[config.mk]
export PLATFORM = sky130hd
export DESIGN_NAME = cabac_se_pair_serializer
export DESIGN_NICKNAME = d
export VERILOG_FILES = /design/src/rtl/cabac_se_pair_serializer_pkg.sv /design/src/rtl/cabac_se_pair_find_next.sv /design/src/rtl/cabac_se_pair_serializer.sv
export SDC_FILE = /design/constraint.sdc
export NUM_CORES = 1
export LEC_CHECK = 0
export BUFFER_PORTS_ARGS = -buffer_cell sky130_fd_sc_hd__buf_2
export CORE_UTILIZATION = 50
export DETAILED_ROUTE_END_ITERATION = 10
export GPL_ROUTABILITY_DRIVEN = 0
export PLACE_DENSITY_LB_ADDON = 0.25
export SYNTH_ARGS = -nofsm -noshare
export SYNTH_HDL_FRONTEND = slang
export SYNTH_SLANG_ARGS = --single-unit
[constraint.sdc]
create_clock -name clk -period 2.7 [get_ports clk]
set_clock_uncertainty 0.15 [all_clocks]
set_input_delay 0.27 -clock clk [delete_from_list [all_inputs] [get_ports clk]]
set_output_delay 0.27 -clock clk [all_outputs]
set_load 0.05 [all_outputs]
[src/rtl/cabac_se_pair_serializer_pkg.sv]
// Shared constants and types for the CABAC syntax-element pair serializer.
// Field layout of a se_pair word and the serializer FSM encoding.
package cabac_se_pair_serializer_pkg;

    localparam int SE_NUM_PAIR = 10;
    localparam int SE_CNT_W    = 4;

    localparam int VAL_MSB = 20;
    localparam int VAL_LSB = 13;
    localparam int BIN_MSB = 12;
    localparam int BIN_LSB = 9;
    localparam int CTX_MSB = 8;
    localparam int CTX_LSB = 0;

    localparam int SE_PAIR_W = VAL_MSB + 1;

    typedef struct packed {
        logic [VAL_MSB-VAL_LSB:0] val;
        logic [BIN_MSB-BIN_LSB:0] bin;
        logic [CTX_MSB-CTX_LSB:0] ctx;
    } se_pair_t;

    typedef enum logic [1:0] {
        ST_IDLE = 2'd0,
        ST_SEND = 2'd1,
        ST_DONE = 2'd2
    } ser_state_t;

endpackage

[src/rtl/cabac_se_pair_find_next.sv]
// Lowest-set-bit finder over the pending slot mask.
// Also flags whether the found slot is the only one still pending.
module cabac_se_pair_find_next
    import cabac_se_pair_serializer_pkg::*;
#(
    parameter int NUM_PAIR = SE_NUM_PAIR,
    parameter int CNT_W    = SE_CNT_W
) (
    input  logic [NUM_PAIR-1:0] mask,
    output logic                found,
    output logic [CNT_W-1:0]    index,
    output logic                is_last
);

    // Scan high to low so the lowest pending slot wins; x & (x-1) drops it.
    always_comb begin
        found   = |mask;
        index   = '0;
        for (int i = NUM_PAIR - 1; i >= 0; i--) begin
            if (mask[i]) begin
                index = CNT_W'(i);
            end
        end
        is_last = found && ((mask & (mask - NUM_PAIR'(1))) == '0);
    end

endmodule

[src/rtl/cabac_se_pair_serializer.sv]
// Serializes one CU's parallel se_pair bundle into a valid/ready stream,
// skipping empty (all-zero) slots and flagging the last emitted pair.
module cabac_se_pair_serializer
    import cabac_se_pair_serializer_pkg::*;
#(
    parameter int NUM_PAIR = SE_NUM_PAIR,
    parameter int CNT_W    = SE_CNT_W
) (
    input  logic                          clk,
    input  logic                          rst_n,
    input  logic                          clear_i,
    input  logic                          start_i,
    input  logic [NUM_PAIR*SE_PAIR_W-1:0] se_pairs_i,
    output logic                          busy_o,
    output logic [SE_PAIR_W-1:0]          se_pair_o,
    output logic                          se_valid_o,
    input  logic                          se_ready_i,
    output logic                          se_last_o,
    output logic                          done_o,
    output logic [CNT_W-1:0]              pair_cnt_o
);

    ser_state_t          state_q;
    ser_state_t          state_d;
    se_pair_t            bundle_q [NUM_PAIR];
    se_pair_t            in_word  [NUM_PAIR];
    logic [NUM_PAIR-1:0] in_mask;
    logic [NUM_PAIR-1:0] mask_q;
    logic [CNT_W-1:0]    cnt_q;
    logic                accept;
    logic                hs;
    logic                found;
    logic [CNT_W-1:0]    idx;
    logic                is_last;

    cabac_se_pair_find_next #(
        .NUM_PAIR (NUM_PAIR),
        .CNT_W    (CNT_W)
    ) u_find_next (
        .mask    (mask_q),
        .found   (found),
        .index   (idx),
        .is_last (is_last)
    );

    // Split the incoming flat bundle into slots and mark non-empty ones.
    always_comb begin
        for (int k = 0; k < NUM_PAIR; k++) begin
            in_word[k] = se_pairs_i[k*SE_PAIR_W +: SE_PAIR_W];
            in_mask[k] = (in_word[k] != '0);
        end
    end

    // State register.
    always_ff @(posedge clk or negedge rst_n) begin
        if (!rst_n) begin
            state_q <= ST_IDLE;
        end else begin
            state_q <= state_d;
        end
    end

    // Next-state logic; clear overrides everything including start.
    always_comb begin
        state_d = state_q;
        accept  = 1'b0;
        hs      = 1'b0;
        if (clear_i) begin
            state_d = ST_IDLE;
        end else begin
            unique case (state_q)
                ST_IDLE: begin
                    if (start_i) begin
                        accept  = 1'b1;
                        state_d = (|in_mask) ? ST_SEND : ST_DONE;
                    end
                end
                ST_SEND: begin
                    if (se_ready_i) begin
                        hs = 1'b1;
                        if (is_last) begin
                            state_d = ST_DONE;
                        end
                    end
                end
                ST_DONE: begin
                    state_d = ST_IDLE;
                end
                default: begin
                    state_d = ST_IDLE;
                end
            endcase
        end
    end

    // Bundle capture on an accepted start only.
    always_ff @(posedge clk or negedge rst_n) begin
        if (!rst_n) begin
            for (int k = 0; k < NUM_PAIR; k++) begin
                bundle_q[k] <= '0;
            end
        end else if (accept) begin
            for (int k = 0; k < NUM_PAIR; k++) begin
                bundle_q[k] <= in_word[k];
            end
        end
    end

    // Pending mask: load at start, drop lowest pending slot per handshake.
    always_ff @(posedge clk or negedge rst_n) begin
        if (!rst_n) begin
            mask_q <= '0;
        end else if (clear_i) begin
            mask_q <= '0;
        end else if (accept) begin
            mask_q <= in_mask;
        end else if (hs) begin
            mask_q <= mask_q & (mask_q - NUM_PAIR'(1));
        end
    end

    // Emitted-pair counter; survives clear, saturates at all-ones.
    always_ff @(posedge clk or negedge rst_n) begin
        if (!rst_n) begin
            cnt_q <= '0;
        end else if (!clear_i && accept) begin
            cnt_q <= '0;
        end else if (hs && cnt_q != {CNT_W{1'b1}}) begin
            cnt_q <= cnt_q + CNT_W'(1);
        end
    end

    // Outputs decode registered state only, so ready never reaches valid.
    always_comb begin
        se_valid_o = (state_q == ST_SEND) && found;
        busy_o     = (state_q == ST_SEND);
        done_o     = (state_q == ST_DONE);
        se_pair_o  = se_valid_o ? bundle_q[idx] : '0;
        se_last_o  = se_valid_o && is_last;
        pair_cnt_o = cnt_q;
    end

endmodule

==> impl_metrics.csv <==
group,metric,value,unit
drt,first_iter_violations,1404,
worst_hold_path,hold_path_class,"in -> async",
logic_synthesis,syn_inst,1286,
cells_and_area,final_util,77.4,%
worst_setup_path,worstRegToRegCells,6,
pwr,p_leak,8.36,nW
logic_synthesis,yosysWarningCount,0,
worst_setup_path,start_kind,"flop",
floorplanning,core-area,21800,µm²
pwr,powerDensity,774,nW/µm²
drt,dr.pass1.iters,6,
logic_synthesis,ys_ff_latch,226,
floorplanning,die_w,151,µm
logic_synthesis,syn_area_per_cell,8.59,µm²
sta,fin_ws,-0.781,ns
logic_synthesis,synthArstFlopShare,100,%
clocking,clock_path_buffers,3,
sta,tightest_slew,0.769,ns
sta,relSlewSlack,48.5,%
clocking,ctsRootBufferMaster,"clkbuf_16",
run_status,violations,"negative setup slack",
sta,max_freq,287,MHz
logic_synthesis,synth-edff-count,0,
sta,setup_violations,23,
clocking,cts_buffers,25,
cells_and_area,layout.cells.non_filler,2102,
grt,grt_pass1_vias,12465,
logic_synthesis,ys_seq_area_share,51.2,%
grt,grt_start_max_net_pins,131,
floorplanning,die_h,151,µm
drt,postRouteAntennaNets,0,
placement,dp_slack,-0.215,ns
drt,drc,0,
clocking,cts.sinks,226,
logic_synthesis,netlist_area,11000,µm²
clocking,insertion_delay,0.54,ns
cells_and_area,fin_nets,2019,
grt,antenna_found_initial,1,
worst_setup_path,path_class,"reg -> out",
drt,num_vias,12344,
floorplanning,initial_utilization,50.8,%
drt,wire_per_inst,20.9,µm
clocking,htree_levels,1,
clocking,path_clk_slew,0.06,ns
floorplanning,io_pins,244,
flow_run,cap_viol_max_count,0,
floorplanning,die_area,22700,µm²
cells_and_area,drive_gt1_share,26.5,%
worst_setup_path,crit_required,2.28,ns
grt,track_usage,39.1,%
placement,port_buffers,243,
sta,hold_viol,0,
placement,hpwlAfterDp,27000,µm
worst_setup_path,cp.arrival,3.06,ns
worst_setup_path,end_kind,"output pin",
clocking,cts_tree,"done",
sta,period_share,129,%
sta,period_needed,3.48,ns
sta,grt_setup_unrepaired,"true",
placement,placed_cells,1834,
drt,wl,44000,µm
run_status,outcome,"complete, but fails checks",
cells_and_area,syn2layout_area_growth,52.4,%
logic_synthesis,ys.flop_type,"dfrtp_1",
floorplanning,rows,54,
drt,via_per_inst,5.87,
pwr,ir_drop,534,µV
logic_synthesis,ys_types,49,
grt,grt_pass1_wl,66400,µm
logic_synthesis,syn-num-nets,1502,
worst_setup_path,worstPathMaxFanout,4,
sta,finalMaxSlewViolations,0,
grt,overflow,0,
through the flow:
step	hold WS (ns)	TNS (ns)	total power, mW	cell area, µm²
finish	0.0998	-14.70	13.0	16800
global route	0.164	-16.17	13.6	16800
floorplan	-0.176	-3.72	7.07	11200
global placement	0.123	-2.54	8.73	13400
CTS	0.134	-13.84	12.7	16700
detailed placement	0.117	-3.48	8.83	13400
final timing paths:
check / from / end / slack [ns]
worst max-delay path: mask_q[5] / se_pair_o[7] / -0.78
worst min-delay path: rst_n / pair_cnt_o[0] / 0.1
worst max register to register: mask_q[2] / state_q[1] / 0.32
worst min register to register: bundle_q[205] / bundle_q[205] / 0.32
max in group asynchronous: rst_n / bundle_q[60] / 1.42
min in group clk: start_i / bundle_q[85] / 0.26
report_power, final:
part / switching, mW / leakage, nW / internal, mW
combinational: 2.72 / 5.15 / 2.21
sequential: 0.554 / 2.82 / 4.19
clock: 1.41 / 0.392 / 1.95
cell usage in the layout (no fill, tap or decap), types with 4 or more instances in the layout:
cell,Yosys,routed
buf_6,2,27
o211ai_1,15,15
nor2_4,0,4
clkbuf_8,0,6
clkinv_2,0,4
nand4_1,13,13
mux2i_1,29,24
nor4_1,44,44
o22ai_4,1,6
clkbuf_16,0,25
o221ai_2,0,4
a21oi_1,11,10
a221o_1,16,16
buf_2,5,219
mux4_2,15,15
a211oi_4,0,16
o21ai_0,20,20
dfrtp_1,226,225
o22ai_1,12,6
buf_4,4,89
nor2_1,44,37
a211oi_2,10,4
dlygate4sd3_1,0,213
or4_1,7,6
clkbuf_1,63,7
buf_12,0,11
nand2_1,647,647
inv_1,4,4
nor3_1,11,11
nand3_1,12,12
mux2_2,22,22
routing by layer:
layer  track usage [%]  wire [µm]  vias to the layer above
li1                  -          -                     5349
met1              49.4      16200                     5871
met2              63.1      20500                      885
met3              8.48       4600                      239
met4              20.7       2700                        0
met5                 0          0                        -
what timing repair did:
item | in CTS | in global routing
gates resized for setup | 77 | 15
endpoints found under the hold margin | 270 | 0
hold buffers | 213 | 0
setup buffers | 6 | 0
pin swaps | 11 | 9
setup endpoints to repair | 23 | 23
gates cloned | 3 | 0
sequential cells by signal (all words and copies together), names as in the netlist:
register	flops
bundle_q	210
state_q	2
mask_q	10
pair_cnt_o	4
critical path: stages, from the launching register on:
cell and delay, ns:
dfrtp_1 0.38, or4_4 0.55, or4_4 0.46, o22ai_4 0.19, buf_6 0.15, a221o_1 0.18, o211ai_1 0.17, a211oi_4 0.24
buf_6 0.19
cells by family after synthesis:
kind of cell    Yosys count  share of synthesized area, %
xor+xnor                  4                         0.317
simple gates            792                          29.2
buf+inv                  79                          3.01
flops                   226                          51.2
mux                      66                          7.93
fa+ha+maj                 1                         0.113
compound gates          118                          8.20
final cells by class:
type,count,area [µm²]
sequential,226,5660
multi-input combinational,981,5450
fill,1339,4930
timing repair buffer,565,4550
clock buffer,37,721
tap,280,350
clock inverter,7,77.6
inverter,4,15.0
antenna,2,5.00
cells in the mapped netlist (7+ instances only):
| cell | number | area share, % |
|---|---|---|
| nor4_1 | 44 | 2.5 |
| a211oi_2 | 10 | 1.1 |
| a211oi_1 | 11 | 0.75 |
| o211ai_1 | 15 | 1.0 |
| nor3_1 | 11 | 0.50 |
| clkbuf_1 | 63 | 2.1 |
| nand3_1 | 12 | 0.54 |
| mux2i_1 | 29 | 2.6 |
| o22ai_1 | 12 | 0.68 |
| nand4_1 | 13 | 0.74 |
| a221o_1 | 16 | 1.4 |
| or4_1 | 7 | 0.48 |
| o221ai_1 | 7 | 0.56 |
| nand2_1 | 647 | 22 |
| dfrtp_1 | 226 | 51 |
| mux4_2 | 15 | 3.1 |
| o21ai_0 | 20 | 0.91 |
| a21oi_1 | 11 | 0.50 |
| mux2_2 | 22 | 2.2 |
| nor2_1 | 44 | 1.5 |
No activity file was read; power rests on OpenSTA's default activity.
